==> src/rtl/hd_codeword_rx.sv <==
// Serial-to-parallel collector that packs 14 MSB-first bits into two Hamming(7,4) code words.
// One registered output pair; frames realign on in_sync, and any partial frame is dropped and flagged.
module hd_codeword_rx #(
   parameter int CW_W  = 7,
   parameter int CNT_W = 8
) (
   input  logic             clk,
   input  logic             rst_n,
   input  logic             in_valid,
   input  logic             in_data,
   input  logic             in_sync,
   output logic             in_ready,
   output logic             out_valid,
   input  logic             out_ready,
   output logic [CW_W-1:0]  code_word1,
   output logic [CW_W-1:0]  code_word2,
   output logic             frame_drop,
   output logic [CNT_W-1:0] frame_cnt
);

   localparam int FB = 2 * CW_W;
   localparam int BW = $clog2(FB);
   localparam logic [BW-1:0] LAST = BW'(FB - 1);

   logic [BW-1:0] bit_cnt;
   logic [FB-2:0] shift;
   logic [FB-1:0] frame;
   logic          accept;
   logic          last_bit;
   logic          restart;
   logic          complete;

   // The last bit may only enter when the output slot is free or draining this cycle.
   assign last_bit = (bit_cnt == LAST);
   assign in_ready = !(last_bit && out_valid && !out_ready);
   assign accept   = in_valid && in_ready;
   assign restart  = accept && in_sync;
   assign complete = accept && !in_sync && last_bit;
   assign frame    = {shift, in_data};

   always_ff @(posedge clk or negedge rst_n) begin
      if (!rst_n) begin
         bit_cnt    <= '0;
         shift      <= '0;
         frame_drop <= 1'b0;
      end else begin
         frame_drop <= restart && (bit_cnt != '0);
         if (restart) begin
            bit_cnt <= BW'(1);
            shift   <= {{(FB-2){1'b0}}, in_data};
         end else if (complete) begin
            bit_cnt <= '0;
            shift   <= '0;
         end else if (accept) begin
            bit_cnt <= bit_cnt + BW'(1);
            shift   <= {shift[FB-3:0], in_data};
         end
      end
   end

   // A completing frame reloads the slot even when the previous pair drains on the same edge.
   always_ff @(posedge clk or negedge rst_n) begin
      if (!rst_n) begin
         out_valid  <= 1'b0;
         code_word1 <= '0;
         code_word2 <= '0;
         frame_cnt  <= '0;
      end else if (complete) begin
         out_valid  <= 1'b1;
         code_word1 <= frame[FB-1:CW_W];
         code_word2 <= frame[CW_W-1:0];
         if (frame_cnt != '1) begin
            frame_cnt <= frame_cnt + CNT_W'(1);
         end
      end else if (out_ready) begin
         out_valid <= 1'b0;
      end
   end

endmodule

==> config.mk <==
export PLATFORM = sky130hd
export DESIGN_NAME = hd_codeword_rx
export DESIGN_NICKNAME = d
export VERILOG_FILES = /design/src/rtl/hd_codeword_rx.sv
export SDC_FILE = /design/constraint.sdc
export NUM_CORES = 1
export LEC_CHECK = 0
export BUFFER_PORTS_ARGS = -buffer_cell sky130_fd_sc_hd__buf_2
export CORE_UTILIZATION = 49
export DETAILED_ROUTE_END_ITERATION = 6
export GPL_ROUTABILITY_DRIVEN = 1
export HOLD_SLACK_MARGIN = 0.03
export PLACE_DENSITY = 0.71
export RECOVER_POWER = 50
export SLEW_MARGIN = 20
export SYNTH_ARGS = -nofsm -noshare
export SYNTH_HDL_FRONTEND = slang
export SYNTH_SLANG_ARGS = --single-unit
==> constraint.sdc <==
create_clock -name clk -period 2 [get_ports clk]
set_input_delay 0.4 -clock clk [delete_from_list [all_inputs] [get_ports clk]]
set_output_delay 0.4 -clock clk [all_outputs]
set_load 0.02 [all_outputs]
# After elaboration in Yosys (flattened, before gate mapping)
# Index checks and enable logic that the tools add are counted.
op_classes:
  n_addsub: 2
  mux: 8
  n_reduce_logical: 14
  n_eq_ne: 2
ops:
  columns: ["op", "n"]
  rows:
  - ["13-bit two-way mux", 3]
  - ["4-bit two-way mux", 3]
  - ["8-bit by 1-bit adder with 8-bit output (second input constant)", 1]
  - ["8-bit != test (second input constant)", 1]
  - ["1-bit logical AND", 7]
  - ["4-bit by 1-bit adder with 4-bit output (second input constant)", 1]
  - ["4-bit == test (second input constant)", 1]
  - ["4-bit nonzero test", 1]
  - ["1-bit logical NOT", 3]
  - ["3-bit nonzero test", 1]
  - ["1-bit two-way mux", 2]
  - ["2-bit AND reduction", 1]
  - ["2-bit nonzero test", 1]
totals:
  out_inout_bits: 25
  word_cells: 33
  input_bits: 6
  reg_bits: 41

# Depth between registers and ports, before layout
# Gate-level depths: netlist of the first run.
logic_depth:
  word_depth: 9
  depth_mapped: 8

# Worst setup path before layout of the first run
# No wires, ideal clock.
synth_path:
  path_kind: "reg2reg"
  startpoint: "reg bit_cnt[1]"
  endpoint: "reg frame_cnt[5]"
  path_slack_ps: 185
  period_less_slack_ps: 1815
  setup_time_ps: 80
  t_arrival_ps: 1735
  stages_incl_launch_ff: 8
  cell_sequence: "dfrtp_1 > inv_1 > ha_1 > nand3_2 > or3_4 > buf_6 > nor4_4 > xor2_1"
synth_between:
  elab_chain_len: 8
synth_lines:
  columns: ["item", "line_no", "text"]
  rows:
  - ["from (decl)", "25", "logic [BW-1:0] bit_cnt;"]
  - ["from (signal assigned)", "55", "bit_cnt <= bit_cnt + BW'(1);"]
  - ["4-bit == test *", "34", "assign last_bit = (bit_cnt == LAST);"]
  - ["1-bit logical AND (2 in series)", "35", "assign in_ready = !(last_bit && out_valid && !out_ready);"]
  - ["1-bit logical NOT", "35", null]
  - ["1-bit logical AND", "36", "assign accept = in_valid && in_ready;"]
  - ["1-bit logical AND", "38", "assign complete = accept && !in_sync && last_bit;"]
  - ["1-bit logical AND *", "38", null]
  - ["2-bit AND reduction (no source line) *", null, null]
  - ["to (signal assigned)", "73", "frame_cnt <= frame_cnt + CNT_W'(1);"]
  - ["to (decl)", "18", "output logic [CNT_W-1:0] frame_cnt"]
# Mark *: on every way between the ends. The rest lies on a longest branch, timed or not.
# A chain may end at the register's enable or synchronous reset.

# Worst setup path after layout of the first run
layout_path:
  startpoint: "reg bit_cnt[0]"
  endpoint: "out in_ready"
layout_between:
  elab_chain_len: 4
layout_lines:
  columns: ["item", "line_no", "text"]
  rows:
  - ["4-bit == test", "34", null]
  - ["1-bit logical AND (2 in series)", "35", null]
  - ["1-bit logical NOT", "35", null]
  - ["to (decl)", "12", "output logic in_ready,"]
# No other way between the ends.

==> results.toml, run 1 <==
[clock_network]
clkSinkCount = 41
clockBufferDepth = 2
h-tree-depth = 2
ctsResizeCount = 0
cts_tree = "yes"
cts_buffers = 5
clk_pin_slew_worst_paths_ns = 0.13
insertion_delay_ns = 0.36
ctsRootBufferMaster = "clkbuf_4"

[placed_design]
dp.final_hpwl_um = 2300
pre_cts_ws_ns = 0.0698
placed_cell_area_um2 = 1990
dp_cells = 235
numPortBuffers = 30
place_congestion = 0.886

[synth]
yosys_register_bits = 41
netlist.area_leader.share = 0.587
synth_top_cell_by_area = "dfrtp_1"
postSynthNetCount = 169
synthTopCellsByCount = "nand2_1, dfrtp_1, a22o_1, xor2_1"
syn_area_per_cell_um2 = 11.0
async_reset_ff_frac = 1.00
synth_flop_cell = "dfrtp_1"
synth_area_leaders = "dfrtp_1, nand2_1, a22o_1"
yosysMostFrequentCell = "nand2_1"
synthCells = 159
synth.distinct_cells = 28
seq_area_frac_synth = 0.587
yosysWarningCount = 0
syn_area_um2 = 1750
synth_edf_count = 0

[floorplanning]
dieArea_um2 = 3810
rows = 21
ios = 31
initial_core_util = 0.516
die_x_um = 61.7
fp.dieH_um = 61.7
core_area_um2 = 3390

[route]
wl_per_cell_um = 13.4
vias = 1278
postRouteAntennaNets = 0
vias_per_cell = 5.22
drt_iter0_drc = 45
wl_um = 3270
drtPass1Iterations = 4
drcViolationCount = 0

[pwr]
power.density_nw_per_um2 = 794
power_mw = 1.66
irDropWorstVdd_v = 0.000700
p_leak_nw = 1.10

[layout]
fin_nets = 208
num_antenna_cells = 0
final_area_um2 = 2090
area_growth_syn_to_layout_pct = 19.7
final_core_util = 0.618
n_fill_cell = 295
stdcell_count = 245
drive_above_1_share = 0.196

[setup_path]
reg2reg_slack_ns = 0.16
cp-start-kind = "register"
arrival_ns = 1.50
cp.required_ns = 1.60
endpoint_kind = "output pin"
rr_startpoint = "bit_cnt[0]"
reg2reg_depth = 5
cp_max_fo = 6
r2r-end = "frame_cnt[1]"
startpoint = "bit_cnt[0]"
worstSetupPathType = "reg -> out"

[sta]
rsz0062_at_grt = "no"
setup_viol = 0
finalCriticalPeriod_ns = 1.90
finalClockSkew_ns = 0.0146
final.setup.tns_ns = 0
max_clock_freq_ghz = 0.527
hold_viol = 0
drv_slew = 0
slew_headroom = 0.264
fin_crit_sh = 0.949
worst_slack_ns = 0.102
holdWs_ns = 0.253
worstMarginPinSlew_ns = 1.10

[grt]
overflow = 0
antenna_found_initial = 0
grt_pass1_vias = 1222
grt_start_max_net_pins = 23
grt_pass1_wl_um = 5380
grt.total_usage = 0.200

[status]
outcome = "complete, no violations"

[worst_hold_path]
whs_endpoint = "code_word2[0]"
hold_path_depth = 3
hold_start = "in_data"
hold_path_class = "in -> reg"

[flow_run]
drv_cap = 0
-- layout make-up --
| class | count | area, um^2 | share of cell area |
|---|---|---|---|
| inverters | 2 | 7.51 | 0.00358 |
| repair buffers | 39 | 216 | 0.103 |
| multi-input cells | 109 | 681 | 0.325 |
| flip-flops and latches | 41 | 1030 | 0.490 |
| clock buffers | 5 | 37.5 | 0.0179 |
| clock inverters | 3 | 68.8 | 0.0329 |
| well taps | 46 | 57.6 | 0.0275 |
-- logic make-up (layout without fill, tap and decap cells) --
family / Yosys count / count (layout) / share of synthesized area
AOI/OAI and AO/OA: 22 / 22 / 0.0937
xor gates and xnor gates: 7 / 7 / 0.0351
adders and majority gates: 4 / 4 / 0.0286
buffers and inverters: 9 / 49 / 0.0243
DFF: 41 / 41 / 0.587
muxes: 2 / 2 / 0.0122
and+or+nand+nor: 74 / 74 / 0.220
-- state kept, by name, indices dropped and copies added, names as in the netlist --
| name | cells |
|---|---|
| bit_cnt | 4 |
| code_word1 | 7 |
| code_word2 | 7 |
| frame_cnt | 8 |
| frame_drop | 1 |
| out_valid | 1 |
| shift | 13 |
-- power breakdown --
group          internal, mW  switching [mW]  total, mW
Clock                 0.393           0.281      0.675
Combinational        0.0462          0.0697      0.116
Sequential            0.851          0.0215      0.873
Total                  1.29           0.372       1.66
-- worst max path at each step --
stage	end	slack, ns	cells past startpoint
global placement	frame_cnt[1]	0.14	5
global route	in_ready	0.0007	5
CTS	frame_cnt[1]	0.04	5
floorplan	frame_cnt[5]	0.19	7
finish	in_ready	0.10	4
detailed placement	frame_cnt[1]	0.07	5
-- timing repair --
item / CTS / global route
endpoints found under the setup margin: 0 / 3
hold buffers: 1 / 0
buffers inserted: 0 / 1
endpoints found under the hold margin: 19 / 0
-- placed cells by master, fill, tap and decap left out, types with 2 or more instances in the layout --
cell	netlist	final
nor4b_2	2	2
a22o_1	13	13
nand3_1	2	2
dfrtp_1	41	41
nor3_1	3	3
o21ai_0	5	4
and4_1	2	2
clkbuf_4	0	5
inv_1	2	2
nor4_4	2	2
buf_4	0	7
buf_2	1	17
bufinv_16	0	2
nand2_1	50	50
xor2_1	7	7
ha_1	4	4
nor2_1	5	5
clkbuf_1	5	13
a21oi_1	2	2
nand2b_1	2	2
-- routing by layer --
metal | wire length (um) | GRT usage | vias to the layer above | share of wire
li1 | - | - | 615 | -
met1 | 1520 | 0.252 | 617 | 0.46
met2 | 1550 | 0.327 | 38 | 0.47
met3 | 150 | 0.0559 | 8 | 0.046
met4 | 53 | 0.0794 | 0 | 0.016
met5 | 0 | 0 | - | 0
-- worst max-delay path: stages, from the launching register on --
cell	delay, ns
dfrtp_1	0.45
ha_1	0.26
and3_1	0.21
nand2_1	0.07
buf_2	0.16
Note: power is estimated with default switching activity, not from simulation.
==> run 2: changes to the inputs <==
==> constraint.sdc (replaced) <==
create_clock -name clk -period 1.6 [get_ports clk]
set_input_delay 0.32 -clock clk [delete_from_list [all_inputs] [get_ports clk]]
set_output_delay 0.32 -clock clk [all_outputs]
set_load 0.02 [all_outputs]
==> run 2 against run 1 <==
Compared with the run above: the run now ends with negative setup slack left; sequential power rose by 25%; count of clock-buffer cells in the layout did not move; via count rose by 13%; die area did not move; hold slack got worse by 0.061 ns; worst setup slack got worse by 0.42 ns; combinational power rose by 110%; non-clock buffer count rose by 28; clock power rose by 27%; total power rose by 32%; register-to-register slack got worse by 0.48 ns; largest cell class unchanged; largest power group unchanged.
==> results.toml, run 2 (synthesis gave the netlist of run 1 again) <==
[setup_path]
endpoint_kind = "register"
slowest_stage = "dfrtp_1"
cp_max_fo = 4
cpLargestDelayFamily = "simple AND/OR/NAND/NOR gates"
cp-start-kind = "register"
worst-path-buf-inv = 3
crit_path_max_incr_delay_ns = 0.41
cp.required_ns = 1.87
arrival_ns = 2.19
crit_chain = "inv_2 > ha_4 > buf_6 > nand3_4 > or3_4 > buf_4 > nor4b_4 > xor2_1"
worstSetupPathType = "reg -> reg"

[grt]
antenna_found_initial = 0
grt_pass1_wl_um = 6240
grt.busiest_layer = "met2"
grt_start_max_net_pins = 24
grt.total_usage = 0.231
use_met3 = 0.0497
grt_pass1_vias = 1352
grt_use_met2 = 0.393
grtUsageMet1 = 0.287
overflow = 0

[pwr]
power_mw = 2.19
p_leak_nw = 1.32
power.density_nw_per_um2 = 880
switching_power_mw = 0.515
p_seq_frac = 0.497
p_int_mw = 1.68
p_comb_frac = 0.112
sw_frac_of_total = 0.235
irDropWorstVdd_v = 0.000762
clkPwrFrac = 0.391

[route]
vias = 1444
postRouteAntennaNets = 0
wl_per_cell_um = 15.5
wl_um = 4220
vias_per_cell = 5.29
drt_iter0_drc = 74
drtPass1Iterations = 4
drcViolationCount = 0

[clock_network]
insertion_delay_ns = 0.36
cts_buffers = 5
cts_tree = "yes"
clk_pin_slew_worst_paths_ns = 0.13
clockBufferDepth = 2
h-tree-depth = 2
clkSinkCount = 41
ctsRootBufferMaster = "clkbuf_4"

[placed_design]
place_congestion = 0.772
placed_cell_area_um2 = 2140
dp.final_hpwl_um = 2580
numPortBuffers = 30
dp_cells = 251

[layout]
drive_above_1_share = 0.419
largest_reg_flops = 13
fin_nets = 236
area_growth_syn_to_layout_pct = 42.4
num_antenna_cells = 0
stdcell_count = 273
final_cell_mix = "nand2_1, dfrtp_1, buf_2"
top_regs = "shift: 13 flops, frame_cnt: 8 flops"
final_common_cell = "nand2_1"
largest-register = "shift"
final_area_um2 = 2490

[floorplanning]
ios = 31
initial_core_util = 0.516
core_area_um2 = 3390
die_x_um = 61.7
fp.dieH_um = 61.7
dieArea_um2 = 3810
rows = 21

[sta]
finalClockSkew_ns = 0.0125
worst_slack_ns = -0.320
drv_slew = 0
worstMarginPinSlew_ns = 1.08
finalCriticalPeriod_ns = 1.92
setup_viol = 39
max_clock_freq_ghz = 0.521
hold_viol = 0
slew_headroom = 0.280
rsz0062_at_grt = "yes"
fin_crit_sh = 1.20

[flow_run]
drv_cap = 0

[status]
violations = "negative setup slack"
outcome = "finished with violations"

[worst_hold_path]
hold_path_class = "in -> reg"
-- run 2: cell types whose count changed in the layout (fill, tap and decap cells not counted), moves of 11 or more --
cell,previous run,this run
buf_2,17,28
clkbuf_1,13,1
buf_4,7,25
buf_6,0,11
-- run 2: per-stage QoR --
stage          hold WS, ns  worst slack (ns)  TNS [ns]   util
2_1_floorplan       0.0244           -0.0772     -1.07      -
3_3_place_gp         0.300           -0.0234   -0.0928  0.630
3_5_place_dp         0.306           -0.0895    -0.441  0.630
4_1_cts              0.179            -0.168     -1.21  0.694
5_1_grt              0.181            -0.358     -6.82  0.735
6_report             0.192            -0.320     -4.38  0.735
-- run 2: final cells by class --
class                      instances  area [um^2]
sequential                        41         1030
timing repair buffer              67          480
clock inverter                     3         68.8
inverter                           2         7.51
fill                             225          898
clock buffer                       5         37.5
multi-input combinational        109          813
tap                               46         57.6
-- run 2: power by group through the flow --
stage | Combinational (mW) | Sequential (mW) | Clock, mW
floorplan | 0.0646 | 1.12 | 0
detailed placement | 0.184 | 1.11 | 0
global placement | 0.178 | 1.10 | 0
CTS | 0.211 | 1.09 | 0.867
finish | 0.245 | 1.09 | 0.857
global route | 0.267 | 1.09 | 0.919
-- run 2: path summary, 6_finish.rpt --
check / start / to / slack (ns) / cells after the start
hold / removal: in_data / code_word2[0] / 0.19 / 3
setup / recovery: bit_cnt[1] / frame_cnt[7] / -0.32 / 8
max in group asynchronous: rst_n / shift[9] / 0.18 / 3
hold reg to reg: code_word1[3] / code_word1[3] / 0.49 / 2
setup reg to reg: bit_cnt[1] / frame_cnt[7] / -0.32 / 8
min in group asynchronous: rst_n / frame_cnt[5] / 0.66 / 2
-- run 2: worst min-delay path, delay by kind of cell --
| family | cells | cell delay, ns |
|---|---|---|
| simple gates | 2 | 0.10 |
| buf+inv | 1 | 0.10 |
-- run 2: timing repair --
action / in CTS / in global routing
hold buffers: 1 / 0
endpoints found under the setup margin: 10 / 40
gates cloned: 0 / 2
pin swaps: 7 / 13
buffers inserted: 5 / 7
gates resized for setup: 14 / 25
endpoints found under the hold margin: 18 / 0
-- run 2: routing by layer --
metal / vias to the layer above / share of wire
met5: - / 0
met4: 0 / 0.020
met3: 6 / 0.045
met2: 42 / 0.52
met1: 722 / 0.41
li1: 674 / -
==> run 3: changes to the inputs <==
--- a/config.mk
+++ b/config.mk
@@ -6,11 +6,13 @@
 export NUM_CORES = 1
 export LEC_CHECK = 0
 export BUFFER_PORTS_ARGS = -buffer_cell sky130_fd_sc_hd__buf_2
-export CORE_UTILIZATION = 49
+export CELL_PAD_IN_SITES_DETAIL_PLACEMENT = 1
+export CELL_PAD_IN_SITES_GLOBAL_PLACEMENT = 1
+export CORE_UTILIZATION = 38
 export DETAILED_ROUTE_END_ITERATION = 6
 export GPL_ROUTABILITY_DRIVEN = 1
 export HOLD_SLACK_MARGIN = 0.03
-export PLACE_DENSITY = 0.71
+export PLACE_DENSITY = 0.7
 export RECOVER_POWER = 50
 export SLEW_MARGIN = 20
 export SYNTH_ARGS = -nofsm -noshare
==> run 3 against run 2 <==
Compared with the run above: the run still ends with negative setup slack left; final cell count grew 1.1%; combinational power shrank 2%; non-clock buffer count shrank 3; sequential power is essentially flat; largest cell class unchanged; largest power group unchanged; maximum frequency grew 8.6%; wire length grew 17%.
==> results.toml, run 3 (synthesis gave the netlist of run 1 again) <==
[clock_network]
h-tree-depth = 2
insertion_delay_ns = 0.30
clk_pin_slew_worst_paths_ns = 0.08
ctsRootBufferMaster = "clkbuf_8"
cts_tree = "yes"
cts_buffers = 5
clkSinkCount = 41
clockBufferDepth = 2

[sta]
setup_viol = 28
slew_headroom = 0.673
drv_slew = 0
worstMarginPinSlew_ns = 0.490
max_clock_freq_ghz = 0.566
finalClockSkew_ns = 0.00479
worst_slack_ns = -0.168
rsz0062_at_grt = "yes"
fin_crit_sh = 1.10
finalCriticalPeriod_ns = 1.77
hold_viol = 0

[route]
vias_per_cell = 5.20
drt_iter0_drc = 70
wl_um = 4940
drcViolationCount = 0
wl_per_cell_um = 17.9
vias = 1434
postRouteAntennaNets = 0
drtPass1Iterations = 4

[setup_path]
cp_max_fo = 3
arrival_ns = 1.45
crit_path_max_incr_delay_ns = 0.40
slowest_stage = "dfrtp_1"
cp-start-kind = "register"
crit_chain = "inv_2 > ha_4 > buf_4 > and3_4 > nand2_2 > buf_6"
endpoint_kind = "output pin"
worstSetupPathType = "reg -> out"
cp.required_ns = 1.28

[floorplanning]
initial_core_util = 0.399
die_x_um = 69.8
fp.dieH_um = 69.8
ios = 31
core_area_um2 = 4380
dieArea_um2 = 4880
rows = 24

[grt]
grt_pass1_vias = 1573
grt_start_max_net_pins = 25
antenna_found_initial = 0
overflow = 0
grt.total_usage = 0.204
grt_pass1_wl_um = 7690

[layout]
final_area_um2 = 2470
n_fill_cell = 489
fin_nets = 233
final_core_util = 0.563
num_antenna_cells = 0
largest-register = "shift"
drive_above_1_share = 0.424
top_regs = "shift: 13 flops, frame_cnt: 8 flops"
largest_reg_flops = 13
final_cell_mix = "nand2_1, dfrtp_1, buf_2"
area_growth_syn_to_layout_pct = 41.2

[placed_design]
place_congestion = 0.850
numPortBuffers = 30
placed_cell_area_um2 = 2160
dp.final_hpwl_um = 3150
pre_cts_ws_ns = -0.137

[flow_run]
drv_cap = 0

[worst_hold_path]
hold_path_class = "in -> reg"

[pwr]
irDropWorstVdd_v = 0.000495
power.density_nw_per_um2 = 893
power_mw = 2.21
p_leak_nw = 1.31

[status]
outcome = "finished with violations"
violations = "negative setup slack"
[run 3: changes by cell type in the layout (fill, tap and decap cells not counted), moves of 2 or more]
| cell | before | now |
|---|---|---|
| clkbuf_8 | 0 | 6 |
| buf_6 | 11 | 5 |
| nand2_2 | 1 | 7 |
| clkbuf_4 | 5 | 1 |
| nand2_1 | 49 | 41 |
| o21ai_2 | 2 | 0 |
| o21ai_1 | 0 | 2 |
| nand2_4 | 0 | 2 |
[run 3: timing repair]
item	in CTS	in global routing
hold endpoints to repair	17	0
gates cloned	0	3
pin swaps	4	16
setup buffers	5	3
gates resized for setup	7	34
setup endpoints to repair	33	40
hold buffers	1	0
[run 3: final cells by class]
type	count	area, um^2	area share
Clock inverter	1	30.0	0.0122
Inverter	2	7.51	0.00304
Multi-Input combinational cell	109	798	0.323
Sequential cell	41	1030	0.415
Clock buffer	7	86.3	0.0350
Tap cell	52	65.1	0.0263
Timing Repair Buffer	64	457	0.185
[run 3: critical path: cells and delay by family (launching register included)]
| kind | cells | cell delay (ns) |
|---|---|---|
| adder cells (fa/ha/maj) | 1 | 0.15 |
| buffers and inverters | 3 | 0.35 |
| flip-flops | 1 | 0.40 |
| AND/OR/NAND/NOR | 2 | 0.25 |
[run 3: per-stage QoR]
stage / cells / hold WS, ns / TNS [ns]
2_1_floorplan: 159 / 0.0244 / -1.07
3_3_place_gp: 257 / 0.291 / -0.144
3_5_place_dp: 257 / 0.298 / -0.817
4_1_cts: 271 / 0.278 / -1.32
5_1_grt: 276 / 0.290 / -3.67
6_report: 276 / 0.286 / -1.69
[run 3: worst paths after layout]
path	from	endpoint	slack [ns]	depth (start not counted)
worst max-delay path	bit_cnt[1]	in_ready	-0.17	6
worst min-delay path	in_data	code_word2[0]	0.29	3
worst max register to register	bit_cnt[1]	frame_cnt[2]	-0.14	7
worst min register to register	code_word1[0]	code_word1[0]	0.47	2
max in group asynchronous	rst_n	code_word2[1]	0.33	3
min in group asynchronous	rst_n	shift[2]	0.51	2
[run 3: power breakdown]
group / leakage, nW / switching, mW / internal, mW
clock: 0.0585 / 0.371 / 0.509
combinational: 0.688 / 0.129 / 0.110
sequential: 0.560 / 0.0236 / 1.06
[run 3: per-layer routing]
metal,up-vias,global-route usage,share of wire
met5,-,0,0
met4,0,0.0689,0.013
met3,6,0.0480,0.033
met2,32,0.356,0.55
met1,728,0.246,0.41
li1,668,-,-
